## src/rtl/ahb_master_arbiter.sv

```systemverilog
// Two-master AHB-Lite arbiter: grant moves only on transfer/burst boundaries, slave responses
// follow the data-phase owner, and a hold counter bounds tenure while the other master waits.
module ahb_master_arbiter #(
  parameter int   ADDR_W      = 32,
  parameter int   DATA_W      = 32,
  parameter int   MAX_HOLD    = 16,
  parameter logic PARK_MASTER = 1'b0
) (
  input  logic              clk,
  input  logic              rst,
  input  logic              dbg_override,
  input  logic [ADDR_W-1:0] m0_haddr,
  input  logic [2:0]        m0_hburst,
  input  logic [2:0]        m0_hsize,
  input  logic [1:0]        m0_htrans,
  input  logic              m0_hwrite,
  input  logic [DATA_W-1:0] m0_hwdata,
  output logic              m0_hready,
  output logic [DATA_W-1:0] m0_hrdata,
  output logic              m0_hresp,
  input  logic [ADDR_W-1:0] m1_haddr,
  input  logic [2:0]        m1_hburst,
  input  logic [2:0]        m1_hsize,
  input  logic [1:0]        m1_htrans,
  input  logic              m1_hwrite,
  input  logic [DATA_W-1:0] m1_hwdata,
  output logic              m1_hready,
  output logic [DATA_W-1:0] m1_hrdata,
  output logic              m1_hresp,
  output logic [ADDR_W-1:0] s_haddr,
  output logic [2:0]        s_hburst,
  output logic [2:0]        s_hsize,
  output logic [1:0]        s_htrans,
  output logic              s_hwrite,
  output logic [DATA_W-1:0] s_hwdata,
  input  logic [DATA_W-1:0] s_hrdata,
  input  logic              s_hready,
  input  logic              s_hresp,
  output logic              grant
);

  localparam int         HOLD_W = $clog2(MAX_HOLD + 1);
  localparam logic [1:0] IDLE   = 2'b00;
  localparam logic [1:0] NONSEQ = 2'b10;
  localparam logic [1:0] SEQ    = 2'b11;

  typedef enum logic { OWN0 = 1'b0, OWN1 = 1'b1 } state_t;

  state_t            state, state_nxt;
  logic              downer, dvalid;
  logic [HOLD_W-1:0] hold_cnt, hold_inc;
  logic [3:0]        beat_cnt, beat_nxt;
  logic [1:0]        own_trans, oth_trans;
  logic [2:0]        own_burst;
  logic              own_active, own_last, boundary, req_own, req_oth;

  function automatic logic [HOLD_W-1:0] sat_inc(input logic [HOLD_W-1:0] v);
    if (v >= HOLD_W'(MAX_HOLD)) return HOLD_W'(MAX_HOLD);
    return v + HOLD_W'(1);
  endfunction

  function automatic logic [3:0] burst_len_m1(input logic [2:0] b);
    case (b)
      3'b010, 3'b011: return 4'd3;
      3'b100, 3'b101: return 4'd7;
      3'b110, 3'b111: return 4'd15;
      default:        return 4'd0;
    endcase
  endfunction

  always_comb begin
    own_trans = (state == OWN1) ? m1_htrans : m0_htrans;
    oth_trans = (state == OWN1) ? m0_htrans : m1_htrans;
    own_burst = (state == OWN1) ? m1_hburst : m0_hburst;
  end

  // htrans[1] set means NONSEQ or SEQ, i.e. a real beat
  assign own_active = own_trans[1];
  assign own_last   = (own_trans == NONSEQ && own_burst == 3'b000) ||
                      (own_trans == SEQ && beat_cnt == 4'd1);
  assign boundary   = s_hready && (own_last || (!own_active && beat_cnt == 4'd0));
  assign req_own    = (own_trans == NONSEQ);
  assign req_oth    = (oth_trans == NONSEQ);
  assign hold_inc   = own_active ? sat_inc(hold_cnt) : hold_cnt;

  always_comb begin
    state_nxt = state;
    if (boundary) begin
      if (dbg_override)
        state_nxt = OWN1;
      else if (req_own && (!req_oth || hold_inc < HOLD_W'(MAX_HOLD)))
        state_nxt = state;
      else if (req_oth)
        state_nxt = (state == OWN1) ? OWN0 : OWN1;
      else
        state_nxt = state_t'(PARK_MASTER);
    end
  end

  always_comb begin
    beat_nxt = beat_cnt;
    case (own_trans)
      NONSEQ:  beat_nxt = burst_len_m1(own_burst);
      SEQ:     if (beat_cnt != 4'd0) beat_nxt = beat_cnt - 4'd1;
      IDLE:    beat_nxt = 4'd0;
      default: beat_nxt = beat_cnt;
    endcase
    if (state_nxt != state) beat_nxt = 4'd0;
  end

  // Stage boundary: address phase -> data phase, advancing only when the slave accepts
  always_ff @(posedge clk or posedge rst) begin
    if (rst) begin
      state    <= state_t'(PARK_MASTER);
      downer   <= PARK_MASTER;
      dvalid   <= 1'b0;
      hold_cnt <= '0;
      beat_cnt <= '0;
    end else if (s_hready) begin
      state    <= state_nxt;
      downer   <= (state == OWN1);
      dvalid   <= own_active;
      beat_cnt <= beat_nxt;
      hold_cnt <= (state_nxt != state) ? '0 : hold_inc;
    end
  end

  assign grant = (state == OWN1);

  always_comb begin
    s_haddr  = grant ? m1_haddr  : m0_haddr;
    s_hburst = grant ? m1_hburst : m0_hburst;
    s_hsize  = grant ? m1_hsize  : m0_hsize;
    s_hwrite = grant ? m1_hwrite : m0_hwrite;
    s_htrans = rst ? IDLE : (grant ? m1_htrans : m0_htrans);
    s_hwdata = downer ? m1_hwdata : m0_hwdata;
  end

  assign m0_hrdata = s_hrdata;
  assign m1_hrdata = s_hrdata;
  assign m0_hresp  = !rst && dvalid && !downer && s_hresp;
  assign m1_hresp  = !rst && dvalid &&  downer && s_hresp;

  // A waiting master with a pending NONSEQ is stalled; an idle one sees ready
  assign m0_hready = rst || ((!grant || (dvalid && !downer)) ? s_hready : (m0_htrans == IDLE));
  assign m1_hready = rst || (( grant || (dvalid &&  downer)) ? s_hready : (m1_htrans == IDLE));

endmodule

```

## config.mk

```make
export PLATFORM = sky130hd
export DESIGN_NAME = ahb_master_arbiter
export DESIGN_NICKNAME = d
export VERILOG_FILES = /design/src/rtl/ahb_master_arbiter.sv
export SDC_FILE = /design/constraint.sdc
export NUM_CORES = 1
export LEC_CHECK = 0
export ABC_AREA = 1
export CORE_AREA = 5 5 121 123
export DETAILED_ROUTE_END_ITERATION = 7
export DIE_AREA = 0 0 126 128
export GPL_ROUTABILITY_DRIVEN = 0
export GPL_TIMING_DRIVEN = 0
export SLEW_MARGIN = 0
export SYNTH_ARGS = -nofsm -noshare
export SYNTH_HDL_FRONTEND = slang
export SYNTH_SLANG_ARGS = --single-unit
```

## constraint.sdc

```tcl
create_clock -name clk -period 4.4 [get_ports clk]
set_input_delay 0.66 -clock clk [delete_from_list [all_inputs] [get_ports clk]]
set_output_delay 0.66 -clock clk [all_outputs]
set_load 0.1 [all_outputs]
```

* After elaboration in Yosys (flattened, before gate mapping)
Cells that the tools add are included.
Operators by class: $add $sub $neg 2, magnitude comparators 2, eq/ne operators 12, muxes and demuxes 24, reduce and logical (&&, ||, !) cells 35
Operators with widths (count):
- 32-bit 2-to-1 mux | 2
- 4-bit one-hot mux with 3 select lines | 2
- 5-bit 2-to-1 mux | 4
- 3-bit equality test (second input constant) | 4
- 1-bit logical AND | 12
- 1-bit 2-to-1 mux | 9
- 4-bit 2-to-1 mux | 2
- 4-bit nonzero test | 2
- 1-bit logical OR | 7
- 2-bit equality test (second input constant) | 3
- 3-bit by 2-bit equality test with 1-bit output (second input constant) | 2
- 2-bit logical NOT | 3
- 2-bit 2-to-1 mux | 3
- 3-bit 2-to-1 mux | 2
- 2-bit OR reduction | 3
- 5-bit by 1-bit adder with 5-bit output (second input constant) | 1
- 5-bit greater-or-equal comparator (second input constant) | 1
- 1-bit logical NOT | 5
- 5-bit < comparator (second input constant) | 1
- 4-bit by 1-bit equality test with 1-bit output (second input constant) | 1
- 4-bit logical NOT | 1
- 4-bit by 1-bit subtractor with 4-bit output (second input constant) | 1
- 3-bit logical NOT | 1
- 3-bit by 1-bit != test with 1-bit output (second input constant) | 1
- 2 further kinds | 2
Word-level totals: register bits after elaboration 12, input port bits 183, output and inout bits 142, logic and storage cells 80

* Depth between registers and ports, before layout
depth in word-level cells 13, depth in mapped cells 15, mapped depth without buffers 14

* Worst setup path before layout
OpenSTA, ideal clock, no wires.
path type register -> output, start register state, in the netlist grant, end output m0_hready, arrival 3774 ps, required time 3740 ps, setup slack -34 ps, stages on the path, launching flop included 6, path buffers 3, cells stage by stage dfrtp_1 > buf_6 > buf_8 > buf_2 > nand2_1 > o31ai_1
On the way: word-level cells in the longest chain between the ends 4
RTL lines:
- start: declaration | line 49 | state_t state, state_nxt;
- start signal: assignment | line 114 | state <= state_t'(PARK_MASTER);
- start signal: assignment | line 120 | state <= state_nxt;
- 1-bit logical NOT | line 145 | assign m0_hready = rst || ((!grant || (dvalid && !downer)) ? s_hready : (m0_htrans == IDLE));
- 1-bit logical OR | line 145
- 1-bit 2-to-1 mux | line 145
- 1-bit logical OR | line 145
- end: declaration | line 18 | output logic m0_hready,
Every way passes these cells.

* Worst setup path in the final report
start register state, in the netlist grant, end output s_haddr[4]
On the way: word-level cells in the longest chain between the ends 1
RTL lines:
- 32-bit 2-to-1 mux | line 131 | s_haddr = grant ? m1_haddr : m0_haddr;
- end: declaration | line 30 | output logic [ADDR_W-1:0] s_haddr,
Every way passes these cells.

==> results.txt <==
- The initialized floorplan defines 43 standard-cell rows.
- Post-DP HPWL: 12.20 mm
- Setup slack on the worst reg-to-reg path comes out at 1770 ps.
- Crit. Startpoint: grant
* Vias per cell: 3.915
* Post-layout minimum cycle time: 3946 ps
* Worst ir drop on vdd: 0.4645 mV
- Final routed DRC violation total: 0
- Maximum buffer depth of the clock tree: 2
* Count of inserted antenna diode cells: 0
- The number of antenna violations at the first check in global routing is 0.
- The worst hold path belongs to the class flip-flop to flip-flop.
- 1st-iter DRT viols: 102
* Cts hold-fix bufs: 0
- Unrepaired setup endpoints after global routing: no
- Vias: 3,629
* Wire length on met2: 7.046 mm
- Effective utilization at floorplan: 0.1804
* Seq. cell area: 300.3 sq um
- I/O pin count: 325
* Final setup skew: 5.315 ps
- In this run the cell area of the synthesized design comes to 2446 sq um.
- Core area: 13,560 sq um
* First-pass GRT wire length: 19.78 mm
- P&R area growth vs syn: 132.5%
- Main synth FF type: sky130_fd_sc_hd__dfrtp_1
- Cell types occupying the most area after synthesis: sky130_fd_sc_hd__nand2_1 38%, sky130_fd_sc_hd__buf_4 20%, sky130_fd_sc_hd__dfrtp_1 12%
* Via count of the first global-routing pass: 3,626
- Power spent charging and discharging nets: 2.990 mW
* Syn Nets: 641
- Critical setup path kind: flip-flop to primary output
* Max Cap Viol: 0
* Highest metal layer with signal wires: met4
- The internal power of the cells totals 1.169 mW.
- Avg Synthesized Cell Area: 5.424 sq um
- Power per cell area: 731.3 nW/um^2
- In the final layout, the share of cells above drive strength 1 is 0.1272.
* H-tree Lvls: 1
- Buffers added to address setup during post-CTS repair amount to 0.
- In this run, CTS created clock tree buffers numbering 3.
* Portion of total power attributed to combinational logic: 0.909
* Number of filler cells placed in the layout: 1,429
* Yosys top cell by area: sky130_fd_sc_hd__nand2_1
- The worst pin sits at a relative slew slack of 0.2802.
- Setup total negative slack: 0 ps
- Slew at the pin with the worst max-slew slack: 1076 ps
* Number of hold violations in the final report: 0
* Routed metal-1 wirelength: 5.052 mm
* Crit path launch type: flip-flop
- Entering global routing, the biggest net connects 14 pins.
- Of the total power, the share spent switching nets is 0.7189.
- CTS-repair resized insts: 0
- Detailed Routing Iterations Pass 1: 5
* Setup crit end: s_haddr[4]
* Overall power consumption: 4.160 mW
- For the worst flop-to-flop path, the logic depth is 13.
- Met3 WL: 1.357 mm
- Timing analysis after detailed placement gives a worst setup slack of 614.9 ps.
- The die covers 16,130 sq um.
- Critical Path AT: 3290 ps
- Counting flops with an async set or reset pin after synthesis yields a share of 1.000.
* Clock group share of total power: 0.045
- In this run the worst path has a maximum fanout of 10.
- Crit share post-route: 0.8969
- In this run the critical register-to-register path is launched from grant.
- Die height: 128 microns
- Final Net Count: 938
* Crit path capture type: primary output
- Summing all multi-input logic gate instances after layout gives 1469 sq um.
- Power share of the sequential group: 0.046
- The tightest hold path in the finished design has a slack of 511.7 ps.
* Proportion of netlist area held by the largest area contributor: 0.3775
- Counting flops with a built-in enable in the synthesized netlist gives 0.
* ANT nets after route: 0
- For this run, the register share of the synthesized area comes to 0.1228.
- Standard cell area after detailed placement: 5599 sq um
* DIE WIDTH: 126 microns
* Number of unique standard cell types used by synthesis: 33
* Leakage power figure: 2.701 nW
- Clock-pin slew reported for the worst setup and hold paths after clock tree synthesis: 50 ps
- The endpoint identified for the worst register-to-register timing path is beat_cnt[3].
* Fin. max-slew vios: 0
- Dividing the detail-routed wire length by the instance count gives 14.76 microns.
* Critical Path RT: 3740 ps
- Number of cells produced by synthesis: 451
- Clock tree synthesis selected as its root buffer the cell sky130_fd_sc_hd__clkbuf_16.
- TritonCTS built the clock tree.
- Area of all placed cells without fillers: 5688 sq um
- # clock sinks: 12
- The clock reaches the later pin of the worst-skew pair after 240 ps.
- Summed over all layers, the global routing overflow is 0.
- Global-route usage over all layers: 0.1551
- Maximum clock frequency: 253.4 MHz
* Routed wire length: 13.68 mm
* Syn. warnings: 0
- Final WS setup: 453.9 ps
* Number of setup violations in the final report: 0
- Flip-flop and latch count after synthesis: 12
- The run finished with clean final reports.
- Count of input and output buffers: 292
sequential cells by signal (all words and copies together), names as in the netlist:
signal    flops
downer        1
grant         1
hold_cnt      5
dvalid        1
beat_cnt      4
metrics by stage:
| step | util | instances |
|---|---|---|
| after floorplan | - | 451 |
| after global placement | 0.4130 | 923 |
| after detailed placement | 0.4130 | 923 |
| after CTS | 0.4195 | 927 |
| after global routing | 0.4195 | 927 |
| final | 0.4195 | 927 |
Yosys cell counts, types with 3 or more instances:
| cell | count |
|---|---|
| sky130_fd_sc_hd__buf_4 | 64 |
| sky130_fd_sc_hd__inv_2 | 7 |
| sky130_fd_sc_hd__nand2_4 | 3 |
| sky130_fd_sc_hd__ha_1 | 7 |
| sky130_fd_sc_hd__clkbuf_1 | 12 |
| sky130_fd_sc_hd__inv_1 | 20 |
| sky130_fd_sc_hd__o211ai_1 | 3 |
| sky130_fd_sc_hd__dfrtp_1 | 12 |
| sky130_fd_sc_hd__nor2_1 | 18 |
| sky130_fd_sc_hd__nor3_1 | 6 |
| sky130_fd_sc_hd__nand2_2 | 4 |
| sky130_fd_sc_hd__nand3_1 | 9 |
| sky130_fd_sc_hd__o21ai_0 | 5 |
| sky130_fd_sc_hd__nand4_1 | 10 |
| sky130_fd_sc_hd__nand2_1 | 246 |
cell usage in the layout (no fill, tap or decap), drive strengths merged:
| cell | netlist | routed |
|---|---|---|
| o22ai | 1 | 1 |
| nand4 | 10 | 10 |
| clkinv | 2 | 2 |
| inv | 28 | 28 |
| xor2 | 1 | 1 |
| o31ai | 2 | 2 |
| a21oi | 3 | 3 |
| clkdlybuf4s50 | 0 | 292 |
| o211ai | 3 | 3 |
| nand3 | 10 | 10 |
| ha | 7 | 7 |
| dfrtp | 12 | 12 |
| nor3 | 6 | 6 |
| nor2 | 22 | 22 |
| buf | 69 | 69 |
| o2111ai | 1 | 1 |
| nand2 | 253 | 253 |
| xnor2 | 1 | 1 |
| clkbuf | 12 | 16 |
| o21ai | 8 | 8 |
how the worst min path moves through the flow:
stage | endpoint | depth (start not counted) | startpoint | slack (ps)
detailed placement | beat_cnt[3] | 2 | beat_cnt[3] | 490
CTS | dvalid | 2 | dvalid | 510
finish | dvalid | 2 | dvalid | 510
global placement | dvalid | 2 | dvalid | 490
global route | beat_cnt[3] | 2 | beat_cnt[3] | 520
floorplan | dvalid | 2 | dvalid | 470
logic make-up (layout without fill, tap and decap cells):
kind of cell / after synthesis / count (layout) / share of synthesized area
flip-flops: 12 / 12 / 0.1228
buffers and inverters: 111 / 407 / 0.2788
AO/OA/AOI/OAI: 18 / 18 / 0.04859
AND/OR/NAND/NOR: 301 / 301 / 0.5069
adder cells (fa/ha/maj): 7 / 7 / 0.03580
XOR/XNOR: 2 / 2 / 0.007162
layer usage:
layer	track usage	vias to the layer above
li1	-	1905
met1	0.1763	1531
met2	0.2845	181
met3	0.04833	12
met4	0.03470	0
met5	0	-
critical path: stages, from the launching register on:
cell and delay, ps:
sky130_fd_sc_hd__dfrtp_1 420, sky130_fd_sc_hd__buf_6 170, sky130_fd_sc_hd__inv_6 80, sky130_fd_sc_hd__clkbuf_1 540, sky130_fd_sc_hd__buf_1 470, sky130_fd_sc_hd__nand2_1 120
sky130_fd_sc_hd__nand2_1 80, sky130_fd_sc_hd__clkdlybuf4s50_1 1150
area by class of cell:
class                           instances  share of cell area
Tap cell                              180             0.03960
Multi-Input combinational cell        328              0.2582
Sequential cell                        12             0.05279
Inverter                               30             0.02068
Timing Repair Buffer                  292              0.5139
Buffer                                 81             0.09921
Clock buffer                            4             0.01562
power by group through the flow:
stage / Sequential [mW] / Clock (mW) / Combinational [mW]
2_1_floorplan: 0.212 / 0 / 2.84
3_3_place_gp: 0.191 / 0 / 3.83
3_5_place_dp: 0.189 / 0 / 3.82
4_1_cts: 0.190 / 0.189 / 3.83
5_1_grt: 0.196 / 0.193 / 3.98
6_report: 0.191 / 0.187 / 3.78
Note: power is estimated with default switching activity, not from simulation.
